`src/rtl/ppfifo_stream_reader_pkg.sv`:
```
`default_nettype none
// ============================================================================
// Module      : ppfifo_stream_reader_pkg
// Description : Shared definitions for the ping-pong FIFO stream reader:
//               FSM state encoding, skid buffer depth and the width of
//               the optional statistics counters.
// Revision    : 1.0 - initial release
// ============================================================================
package ppfifo_stream_reader_pkg;

  typedef enum logic [1:0] {
    ST_IDLE    = 2'd0,
    ST_ACTIVE  = 2'd1,
    ST_RELEASE = 2'd2
  } state_e;

  localparam int SKID_DEPTH  = 2;
  localparam int STATS_WIDTH = 32;

endpackage
`default_nettype wire

```
`src/rtl/ppfifo_stream_reader_skid.sv`:
```
`default_nettype none
// ============================================================================
// Module      : stream_skid_buffer
// Description : Two-entry FIFO of {last, data} that absorbs the FIFO's
//               registered read latency and presents a valid/ready stream.
// Ports       : clk, rst        - clock, synchronous active-high reset
//               push_i          - write push_data_i/push_last_i this cycle
//               valid_o/ready_i - output handshake (valid = not empty)
//               data_o, last_o  - head entry
//               occ_o           - number of stored entries (0..2)
// Revision    : 1.0 - initial release
// ============================================================================
module stream_skid_buffer
  import ppfifo_stream_reader_pkg::*;
#(
  parameter int DATA_WIDTH = 32
) (
  input  logic                  clk,
  input  logic                  rst,
  input  logic                  push_i,
  input  logic [DATA_WIDTH-1:0] push_data_i,
  input  logic                  push_last_i,
  output logic                  valid_o,
  input  logic                  ready_i,
  output logic [DATA_WIDTH-1:0] data_o,
  output logic                  last_o,
  output logic [1:0]            occ_o
);

  logic [DATA_WIDTH:0] mem_q [SKID_DEPTH];
  logic                wr_ptr_q;
  logic                rd_ptr_q;
  logic [1:0]          occ_q;
  logic                w_pop;

  assign valid_o = (occ_q != 2'd0);
  assign w_pop   = valid_o & ready_i;
  assign data_o  = mem_q[rd_ptr_q][DATA_WIDTH-1:0];
  assign last_o  = mem_q[rd_ptr_q][DATA_WIDTH];
  assign occ_o   = occ_q;

  // The reader never pushes into a full buffer, so push is not gated here.
  always_ff @(posedge clk) begin
    if (rst) begin
      for (int i = 0; i < SKID_DEPTH; i++) begin
        mem_q[i] <= '0;
      end
      wr_ptr_q <= 1'b0;
      rd_ptr_q <= 1'b0;
      occ_q    <= 2'd0;
    end else begin
      if (push_i) begin
        mem_q[wr_ptr_q] <= {push_last_i, push_data_i};
        wr_ptr_q        <= ~wr_ptr_q;
      end
      if (w_pop) begin
        rd_ptr_q <= ~rd_ptr_q;
      end
      case ({push_i, w_pop})
        2'b10:   occ_q <= occ_q + 2'd1;
        2'b01:   occ_q <= occ_q - 2'd1;
        default: occ_q <= occ_q;
      endcase
    end
  end

endmodule
`default_nettype wire

```
`src/rtl/ppfifo_stream_reader.sv`:
```
`default_nettype none
// ============================================================================
// Module      : ppfifo_stream_reader
// Description : Claims ready ping-pong FIFO read buffers, pops their words
//               and presents them as a valid/ready stream with a last flag
//               on each buffer's final word.
// Ports       : i_enable              - permit claiming new buffers
//               i_rd_rdy/o_rd_act     - buffer available / buffer claimed
//               i_rd_size             - word count of the claimed buffer
//               o_rd_stb/i_rd_data    - pop strobe / data one cycle later
//               o_axis_*/i_axis_ready - output stream
//               o_busy, o_buffer_done - claim status / release pulse
// Options     : PPFIFO_STREAM_READER_STATS_EN adds o_word_count (accepted
//               beats, wrapping) and o_stall_count (valid & !ready cycles,
//               saturating).
// Revision    : 1.0 - initial release
// ============================================================================
module ppfifo_stream_reader
  import ppfifo_stream_reader_pkg::*;
#(
  parameter int DATA_WIDTH = 32,
  parameter int SIZE_WIDTH = 24
) (
  input  logic                   clk,
  input  logic                   rst,
  input  logic                   i_enable,
  input  logic                   i_rd_rdy,
  output logic                   o_rd_act,
  input  logic [SIZE_WIDTH-1:0]  i_rd_size,
  output logic                   o_rd_stb,
  input  logic [DATA_WIDTH-1:0]  i_rd_data,
  output logic                   o_axis_valid,
  input  logic                   i_axis_ready,
  output logic [DATA_WIDTH-1:0]  o_axis_data,
  output logic                   o_axis_last,
  output logic                   o_busy,
  output logic                   o_buffer_done
`ifdef PPFIFO_STREAM_READER_STATS_EN
  ,
  output logic [STATS_WIDTH-1:0] o_word_count,
  output logic [STATS_WIDTH-1:0] o_stall_count
`endif
);

  state_e                state_q, state_d;
  logic [SIZE_WIDTH-1:0] size_q, size_d;
  logic [SIZE_WIDTH-1:0] issued_q, issued_d;
  logic [SIZE_WIDTH-1:0] popped_q, popped_d;
  logic                  inflight_q;

  logic                  w_pop;
  logic [1:0]            w_occ;
  logic [2:0]            w_outstanding;
  logic                  w_push_last;

  assign w_pop = o_axis_valid & i_axis_ready;

  // The word arriving now was strobed last cycle, so issued_q already counts
  // it: it is the final word exactly when issued_q has reached size_q.
  assign w_push_last = (issued_q == size_q);

  stream_skid_buffer #(
    .DATA_WIDTH (DATA_WIDTH)
  ) u_skid (
    .clk         (clk),
    .rst         (rst),
    .push_i      (inflight_q),
    .push_data_i (i_rd_data),
    .push_last_i (w_push_last),
    .valid_o     (o_axis_valid),
    .ready_i     (i_axis_ready),
    .data_o      (o_axis_data),
    .last_o      (o_axis_last),
    .occ_o       (w_occ)
  );

  // Skid slots that stay committed after this cycle's pop; a new strobe is
  // allowed only while one slot remains free for its data.
  assign w_outstanding = {1'b0, w_occ} + {2'b00, inflight_q} - {2'b00, w_pop};

  // State register
  always_ff @(posedge clk) begin
    if (rst) begin
      state_q    <= ST_IDLE;
      size_q     <= '0;
      issued_q   <= '0;
      popped_q   <= '0;
      inflight_q <= 1'b0;
    end else begin
      state_q    <= state_d;
      size_q     <= size_d;
      issued_q   <= issued_d;
      popped_q   <= popped_d;
      inflight_q <= o_rd_stb;
    end
  end

  // Next-state logic
  always_comb begin
    state_d  = state_q;
    size_d   = size_q;
    issued_d = issued_q;
    popped_d = popped_q;
    case (state_q)
      ST_IDLE: begin
        if (i_enable && i_rd_rdy && !o_rd_act) begin
          state_d  = ST_ACTIVE;
          size_d   = i_rd_size;
          issued_d = '0;
          popped_d = '0;
        end
      end
      ST_ACTIVE: begin
        if (o_rd_stb) begin
          issued_d = issued_q + 1'b1;
        end
        if (w_pop) begin
          popped_d = popped_q + 1'b1;
        end
        // Leave right after the final acceptance; a zero-size buffer
        // leaves on its first active cycle.
        if (popped_d == size_q) begin
          state_d = ST_RELEASE;
        end
      end
      ST_RELEASE: begin
        state_d = ST_IDLE;
      end
      default: begin
        state_d = ST_IDLE;
      end
    endcase
  end

  // Output logic
  always_comb begin
    o_rd_act      = (state_q == ST_ACTIVE);
    o_busy        = (state_q == ST_ACTIVE);
    o_buffer_done = (state_q == ST_RELEASE);
    o_rd_stb      = (state_q == ST_ACTIVE) && (issued_q < size_q) &&
                    (w_outstanding < 3'(SKID_DEPTH));
  end

`ifdef PPFIFO_STREAM_READER_STATS_EN
  logic [STATS_WIDTH-1:0] word_count_q;
  logic [STATS_WIDTH-1:0] stall_count_q;

  always_ff @(posedge clk) begin
    if (rst) begin
      word_count_q  <= '0;
      stall_count_q <= '0;
    end else begin
      if (w_pop) begin
        word_count_q <= word_count_q + 1'b1;
      end
      if (o_axis_valid && !i_axis_ready && (stall_count_q != '1)) begin
        stall_count_q <= stall_count_q + 1'b1;
      end
    end
  end

  assign o_word_count  = word_count_q;
  assign o_stall_count = stall_count_q;
`endif

endmodule
`default_nettype wire

```
`config.mk`:
```
export PLATFORM = sky130hd
export DESIGN_NAME = ppfifo_stream_reader
export DESIGN_NICKNAME = d
export VERILOG_FILES = /design/src/rtl/ppfifo_stream_reader_pkg.sv /design/src/rtl/ppfifo_stream_reader_skid.sv /design/src/rtl/ppfifo_stream_reader.sv
export SDC_FILE = /design/constraint.sdc
export NUM_CORES = 1
export LEC_CHECK = 0
export ABC_AREA = 1
export ABC_CLOCK_PERIOD_IN_PS = 2900
export BUFFER_PORTS_ARGS = -buffer_cell sky130_fd_sc_hd__buf_2
export CAP_MARGIN = 20
export CORE_MARGIN = 4
export CORE_UTILIZATION = 59
export CTS_CLUSTER_DIAMETER = 80
export DETAILED_ROUTE_END_ITERATION = 16
export GPL_TIMING_DRIVEN = 1
export HOLD_SLACK_MARGIN = 0.08
export MAX_ROUTING_LAYER = met4
export PLACE_DENSITY = 0.88
export RECOVER_POWER = 25
export SYNTH_ARGS = -nofsm -noshare
export SYNTH_HDL_FRONTEND = slang
export SYNTH_SLANG_ARGS = --single-unit
```
`constraint.sdc`:
```
create_clock -name clk -period 2.9 [get_ports clk]
set_input_delay 0.435 -clock clk [delete_from_list [all_inputs] [get_ports clk]]
set_output_delay 0.435 -clock clk [all_outputs]
set_load 0.01 [all_outputs]
```
Yosys cells after proc, flatten, opt, wreduce, memory -nomap -nowiden

Memory sizes are Yosys's and may differ from the RTL's. A register that Yosys moved wholly into a read port is not among the register bits.
Index checks and enable logic that the tools add are counted.

Memories kept: 1
Logic and storage cells: 63
Register bits: 79
Bits of input ports: 61
Output and inout port bits: 38
RAM bits: 66

Bitwise operators: 3
Equality and inequality tests: 9
Reduce and logical (&&, ||, !) cells: 14
Muxes and demuxes: 20
Magnitude comparators: 2
Add/sub/neg operators: 6

Memory list:

| memory       | words | bits a word | read ports | clocked after Yosys merged registers in | wr ports | line                            | text |
|---|---|---|---|---|---|---|---|
| u_skid.mem_q | 2     | 33          | 1          | 1                                       | 2        | ppfifo_stream_reader_skid.sv:30 | `logic [DATA_WIDTH:0] mem_q [SKID_DEPTH];` |

Operator list:

| kind                                                        | number |
|---|---|
| two-way mux 24 bit                                          | 4 |
| case mux 24 bit (2 select lines)                            | 2 |
| adder 24 x 1 -> 24 bit (second input constant)              | 2 |
| == test 24 bit                                              | 2 |
| two-way mux 33 bit                                          | 1 |
| OR reduction 33 bit                                         | 1 |
| less-than comparator 24 bit                                 | 1 |
| two-way mux 1 bit                                           | 9 |
| case mux 2 bit (2 select lines)                             | 2 |
| AND reduction 2 bit                                         | 3 |
| nonzero test 2 bit                                          | 3 |
| == test 2 x 1 -> 1 bit (second input constant)              | 2 |
| == test 2 bit (second input constant)                       | 2 |
| logical AND 1 bit                                           | 4 |
| two-way mux 2 bit                                           | 2 |
| != test 2 x 1 -> 1 bit (second input constant)              | 2 |
| adder 2 x 1 -> 3 bit                                        | 1 |
| less-than comparator 3 x 2 -> 1 bit (second input constant) | 1 |
| AND reduction 3 bit                                         | 1 |
| subtractor 3 x 1 -> 3 bit                                   | 1 |
| adder 2 x 1 -> 2 bit (second input constant)                | 1 |
| zero test 2 bit                                             | 1 |
| != test 2 bit (second input constant)                       | 1 |
| inverter 1 bit                                              | 2 |
| 3 further kinds                                             | 3 |

Logic depth before layout (Yosys ltp)

Gate-level depths: netlist of the first run.

Depth in word-level cells: 7
Gate-level depth with buffers: 16
Gate-level depth less buffers: 16

Hierarchy

A second synthesis of the first run with hierarchy kept.

Cell total of the unflattened synthesis: 1,034
Area total of the unflattened synthesis: 8,215.4 um^2

By module, submodules not included:

| module               | area an instance (um^2) | cells each | instances | seq. area each (um^2) |
|---|---|---|---|---|
| ppfifo_stream_reader | 5,022.3                 | 788        | 1         | 1,501.4 |
| stream_skid_buffer   | 3,193.1                 | 246        | 1         | 2,082.0 |

Worst setup path before layout of the first run

OpenSTA, ideal clock, no wires.

Path kind: input to output
Start point: input port i_axis_ready
End point: output port o_rd_stb
Required time: 2,465 ps
Buffers on the path: 1
Stages on the path: 11
Arrival time: 2,282 ps
Setup slack: 183 ps
Cell sequence: inv_1 nor2_4 buf_4 ha_1 nor2_1 fa_1 nor3_2 o211ai_1 a21oi_2 nand3_2 inv_1

Cells in the longest elaborated chain, start to end: 4

RTL lines:

| item                                | line                            | text |
|---|---|---|
| from (decl)                         | ppfifo_stream_reader.sv:33      | `input logic i_axis_ready,` |
| AND 1 bit                           | -                               |  |
| via u_skid.w_pop                    | ppfifo_stream_reader_skid.sv:34 | `logic w_pop;` |
| subtractor 3 x 1 -> 3 bit           | ppfifo_stream_reader.sv:79      | `assign w_outstanding = {1'b0, w_occ} + {2'b00, inflight_q} - {2'b00, w_pop};` |
| less-than comparator 3 x 2 -> 1 bit | ppfifo_stream_reader.sv:141     | `(w_outstanding < 3'(SKID_DEPTH));` |
| logical AND 1 bit                   | ppfifo_stream_reader.sv:140     | `o_rd_stb = (state_q == ST_ACTIVE) && (issued_q < size_q) &&` |
| to (decl)                           | ppfifo_stream_reader.sv:30      | `output logic o_rd_stb,` |

The timed path passes the listed nets, and every way through them passes these cells.

Final worst setup path of the first run

Start point: register u_skid.occ_q[1] (netlist: u_skid.occ_o[1])
End point: output port o_rd_stb

Cells in the longest elaborated chain, start to end: 5
Elaborated cells on any way between the ends: 6
Those cells by class: add/sub: 2; order compare: 1; bitwise: 1; reduce/logical: 2

RTL lines:

| item                                                                         | line                            | text |
|---|---|---|
| from (decl)                                                                  | ppfifo_stream_reader_skid.sv:33 | `logic [1:0] occ_q;` |
| from (signal assigned)                                                       | ppfifo_stream_reader_skid.sv:60 | `2'b10: occ_q <= occ_q + 2'd1;` |
| from (signal assigned)                                                       | ppfifo_stream_reader_skid.sv:61 | `2'b01: occ_q <= occ_q - 2'd1;` |
| from (signal assigned)                                                       | ppfifo_stream_reader_skid.sv:62 | `default: occ_q <= occ_q;` |
| parallel branches: the longest is 2 deep, another holds adder 2 x 1 -> 3 bit | -                               |  |
| subtractor 3 x 1 -> 3 bit (*)                                                | ppfifo_stream_reader.sv:79      |  |
| less-than comparator 3 x 2 -> 1 bit (*)                                      | ppfifo_stream_reader.sv:141     |  |
| logical AND 1 bit (*)                                                        | ppfifo_stream_reader.sv:140     |  |

Mark *: on every way between the ends.

==> results of run 1 <==
-- logic make-up after synthesis --
group	synth area share
multiplexers	0.04612
AND/OR/NAND/NOR	0.2915
buffers and inverters	0.07050
flip-flops	0.4447
adder cells (fa/ha/maj)	0.04596
XOR/XNOR	0.03168
AO/OA/AOI/OAI	0.06957
-- critical path: cells and delay by family, from the launching register on --
family          cells  cell delay, ns
flops               1            0.35
buf+inv             2            0.18
fa+ha+maj           2            0.68
compound gates      2            0.27
simple gates        5            0.57
-- synth_stat cells, drive strengths merged (10+ instances only) --
library cell	instances
nand2	256
nor2	164
inv	109
nand3	103
dfxtp	80
edfxtp	66
a21oi	63
o21ai	39
mux2	33
ha	28
clkbuf	26
xor2	13
xnor2	11
buf	10
-- registers in the layout, summed over array words and instances (netlist names), named ones only --
name and flops:
u_skid.mem_q 66, popped_q 24, u_skid.wr_ptr_q 1, issued_q 24, u_skid.rd_ptr_q 1, state_q 2
inflight_q 1, u_skid.occ_o 2, size_q 24
-- metal layers --
layer,routed length (um),GRT usage,up-vias
met2,9661,0.4351,418
met3,2036,0.07590,81
met5,0,-,-
li1,-,-,3598
met1,8265,0.3340,3323
met4,1018,0.1282,0
-- path summary, 6_finish.rpt --
check / endpoint / slack, ns / depth (start not counted)
worst max register to register: issued_q[22] / 0.25 / 14
worst min-delay path: size_q[13] / 0.23 / 3
worst min register to register: u_skid.rd_ptr_q / 0.46 / 1
worst max-delay path: o_rd_stb / -0.02 / 11
-- placed cells by master, fill, tap and decap left out, drive strengths merged, types with 33 or more instances in the layout --
master,synthesis,final
nor2,164,164
a21oi,63,63
inv,109,113
mux2,33,33
o21ai,39,39
nand2,256,256
dfxtp,80,80
nand3,103,103
buf,10,117
edfxtp,66,66
-- stage by stage --
stage / utilization / cells / setup WS, ns
4_1_cts: 0.7087 / 1327 / -0.02154
6_report: 0.7094 / 1328 / -0.01567
3_3_place_gp: 0.6599 / 1294 / 0.1514
2_1_floorplan: - / 1038 / 0.1826
3_5_place_dp: 0.6599 / 1294 / 0.07178
5_1_grt: 0.7094 / 1328 / -0.1055
-- area by class of cell --
| class | instances | area (sq um) |
|---|---|---|
| well taps | 176 | 220.2 |
| fillers | 974 | 3864 |
| repair buffers | 118 | 668.1 |
| inverters | 110 | 412.9 |
| clock buffers | 18 | 429.2 |
| flip-flops and latches | 146 | 3591 |
| clock inverters | 14 | 176.4 |
| multi-input cells | 746 | 3934 |
-- where the power goes --
part / switching [mW] / internal (mW)
combinational: 0.467 / 0.280
clock: 0.877 / 1.36
sequential: 0.0385 / 2.23
total: 1.38 / 3.88
-- what timing repair did --
action,in CTS,in global routing
setup endpoints to repair,1,1
pin swaps,6,5
resized for setup,9,2
buffers inserted,1,1
==> results.cfg, run 1 <==
[synthesis]
synth.distinct_cells = 37
synth_top_area_frac = 0.2460
netlist_instances = 1038
synth-seq-cells = 146
synth_area_leader_cell = edfxtp_1
synthesis.nets = 1128
synthArstFlopShare = 0
ys_seq_area_frac = 0.4447
ys_top_cells_by_area = edfxtp_1 25%, dfxtp_1 20%, nand2_1 12%, nor2_1 7.2%, nand3_1 6.1%
syn_area_sq_um = 8058
syn_area_per_cell_sq_um = 7.763
synth_edf_count = 66
ys_warn_count = 0
yosys_most_used_dff = dfxtp_1

[worst_setup_path]
slowest_delay_ns = 0.44
worstSetupEndpointType = primary output
start_kind = flip-flop
worstPathArrival_ns = 2.48
path_cells = nor2_4, nor2_4, ha_4, nor2_4, fa_1, nor3_2, o211ai_1, a21oi_2, nand3_2, inv_2, buf_6
worstReg2RegStart = u_skid.occ_o[1]
crit_top_cell = nor2_4
critical_path_class = reg2out
critPathLaunch = u_skid.occ_o[1]
critPathSlowestCell = fa_1
crit_required_ns = 2.47
worstPathMaxFanout = 2

[clock_tree]
cts_tree = yes
clkTransAtPathRegs_ns = 0.06
hold_buffers = 0
htree_levels = 4
cts_buffer_depth = 2
clockRootBuffer = clkbuf_16
clock-sinks = 146
cts_made_buffers = 17
clkLatencyLatePin_ns = 0.43

[die]
die_area_sq_um = 15590
initial_core_util = 0.6061
num_rows = 42
pin_count = 99
core-area_sq_um = 13300
die_w_um = 124.9
fp.dieH_um = 124.9

[drt]
post-route-drc-count = 0
wl_per_cell_um = 15.80
first_pass_iters = 5
wl_um = 20980
viasPerCell = 5.587
first_iter_violations = 715
vias = 7420
antenna_left = 0

[timing]
period_minus_slack_ns = 2.916
drv_slew = 34
rsz0062_at_grt = true
max_freq_mhz = 343.0
worst_slew_pin_slew_ns = 1.547
hold_viol_final = 0
relSlewSlack = -0.03104
fin_setup_tns_ns = -0.01567
whs_ns = 0.2329
setup_viol = 1
finalClockSkew_ns = 0.01339
period_share = 1.005
setup_slack_ns = -0.01567

[finish]
drive_gt1_frac = 0.1832
final_nets = 1229
syn_to_final_growth_pct = 17.05
final_area_sq_um = 9432
n_antenna_cell = 0

[status]
violations = max-capacitance violations, max-slew violations, negative setup slack
status = finished with violations

[pwr]
p_leak_nw = 4.004
vdd_drop_max_v = 0.0003918
pwr_density_cell_nw_per_um2 = 557.7
total_power_mw = 5.260

[global_route]
grt_pass1_vias = 6972
grt_max_degree = 48
grtUsageTotal = 0.2772
grt_pass1_wl_um = 33840
antenna_found_initial = 0
grt.overflow.total = 0

[hold_path]
min_from = i_rd_size[13]
worstHoldPathType = in2reg

[job]
maxCapViolCount = 1

[placed_design]
dp_hpwl_um = 14680
gp_congestion = 0.9736
numPortBuffers = 98
placed_area_sq_um = 8773
(Power assumes the default switching activity.)
==> run 2, diff against run 1 <==
Settings changed: CORE_ASPECT_RATIO from default to 2.
==> run 2 against run 1 <==
Compared with the run above:
- the flow still finishes with violations (max-capacitance violations, max-slew violations, negative setup slack)
- non-clock buffer count is 2 higher
- routed wire length increased by 5.5%
- sequential power barely moved
- power rose by 1.1%
- sequential cell count is the same
- sequential share of layout area barely moved
- clock-buffer cell count fell by 1
- hold slack better by 0.013 ns
- largest power group is now the clock network
- clock power up 2%
- largest cell class unchanged
==> results.cfg, run 2 (synthesis gave the netlist of run 1 again) <==
[drt]
vias = 7444
wl_per_cell_um = 16.91
antenna_left = 0
first_iter_violations = 505
wl_um = 22130
post-route-drc-count = 0
viasPerCell = 5.687
first_pass_iters = 5

[worst_setup_path]
critical_path_class = reg2out
worstReg2RegStart = u_skid.occ_o[0]
worstPathArrival_ns = 2.49
worstSetupEndpointType = primary output
path_cells = inv_1, ha_4, nor2_4, fa_1, nor3_2, o211ai_1, a21oi_2, nand3_2, inv_2, buf_6
crit_required_ns = 2.47
start_kind = flip-flop
worstPathMaxFanout = 4
critPathLaunch = u_skid.occ_o[0]
critPathSlowestCell = fa_1
slowest_delay_ns = 0.43

[die]
fp.dieH_um = 173.3
pin_count = 99
initial_core_util = 0.5996
die_w_um = 90.64
num_rows = 60
die_area_sq_um = 15700
core-area_sq_um = 13440

[global_route]
grt_pass1_vias = 7564
antenna_found_initial = 0
grt_pass1_wl_um = 35330
grt.overflow.total = 0
grtUsageTotal = 0.2916
grt_max_degree = 48

[clock_tree]
clkTransAtPathRegs_ns = 0.06
cts_buffer_depth = 2
clock-sinks = 146
cts_tree = yes
clockRootBuffer = clkbuf_16
cts_made_buffers = 17
clkLatencyLatePin_ns = 0.43
htree_levels = 4

[finish]
syn_to_final_growth_pct = 16.94
n_antenna_cell = 0
drive_gt1_frac = 0.1880
n_fill_cell = 1114
layout_commonest_cell = nand2_1
largest_reg_flops = 66
regMostFlops = u_skid.mem_q
final_area_sq_um = 9423
final_nets = 1231
layout_common_cells = 250 x nand2_1, 153 x nor2_1, 104 x inv_1

[timing]
fin_setup_tns_ns = -0.02301
hold_viol_final = 0
setup_viol = 1
period_share = 1.008
period_minus_slack_ns = 2.923
rsz0062_at_grt = true
setup_slack_ns = -0.02301
finalClockSkew_ns = 0.01285
worst_slew_pin_slew_ns = 1.570
drv_slew = 34
max_freq_mhz = 342.1
relSlewSlack = -0.04686

[placed_design]
dpl_worst_slack_ns = 0.1040
placed_area_sq_um = 8742
numPortBuffers = 98
gp_congestion = 0.9617
dp_hpwl_um = 15940

[hold_path]
min_from = i_rd_size[19]
worstHoldPathType = in2reg

[pwr]
p_leak_nw = 4.018
vdd_drop_max_v = 0.0004168
pwr_density_cell_nw_per_um2 = 564.1

[status]
violations = max-capacitance violations, max-slew violations, negative setup slack
status = finished with violations

[job]
maxCapViolCount = 1
==> run 2: cell count changes in the layout (fill, tap and decap cells not counted), sizes merged <==
cell	previous run	this run
inv	113	118
clkinv	8	5
buf	117	119
bufinv	3	2
clkbuf	19	18
==> run 2: path summary, 6_finish.rpt <==
path	to	cells past startpoint	slack, ns
worst max-delay path	o_rd_stb	10	-0.02
worst min-delay path	size_q[19]	3	0.25
worst max register to register	issued_q[15]	13	0.29
worst min register to register	u_skid.rd_ptr_q	1	0.46
==> run 2: final cells by class <==
class	instances	area [sq um]	area share
repair buffers	120	670.6	0.07117
flip-flops and latches	146	3591	0.3811
inverters	110	412.9	0.04382
clock inverters	15	190.2	0.02018
well taps	155	193.9	0.02058
multi-input cells	746	3939	0.4180
clock buffers	17	425.4	0.04515
==> run 2: metal layers <==
layer  wire [um]  vias to the layer above  global-route usage
met3        1152                      126             0.03953
met4        1808                        0              0.2340
met5           0                        -                   -
li1            -                     3603                   -
met1        7420                     3387              0.2659
met2       11750                      328              0.5274
==> run 2: worst max-delay path, delay by kind of cell (launching register included) <==
family,cells,cell delay (ns)
simple gates,3,0.42
fa+ha+maj,2,0.67
compound gates,2,0.27
flops,1,0.36
buf+inv,3,0.34
==> run 2: where the power goes <==
| group | leakage (nW) | switching (mW) | internal [mW] | total (mW) |
|---|---|---|---|---|
| Combinational | 2.38 | 0.470 | 0.286 | 0.757 |
| Clock | 0.305 | 0.971 | 1.32 | 2.29 |
| Sequential | 1.33 | 0.0408 | 2.23 | 2.27 |
| Total | 4.02 | 1.48 | 3.83 | 5.32 |
==> run 2: stage by stage <==
stage	util	instances	hold WS, ns	total power, mW
final	0.7012	1309	0.2462	5.316
after global routing	0.7012	1309	0.2565	5.504
after CTS	0.6984	1308	0.2431	5.307
after detailed placement	0.6506	1274	0.4425	3.027
after global placement	0.6506	1274	0.4343	3.005
after floorplan	-	1038	0.4255	2.757
==> run 2: timing repair <==
| action | 4_1_cts | 5_1_grt |
|---|---|---|
| endpoints found under the hold margin | 0 | 0 |
| buffers inserted | 2 | 1 |
| pin swaps | 6 | 7 |
| hold buffers | 0 | 0 |
| setup endpoints to repair | 1 | 1 |
| gates resized for setup | 5 | 7 |
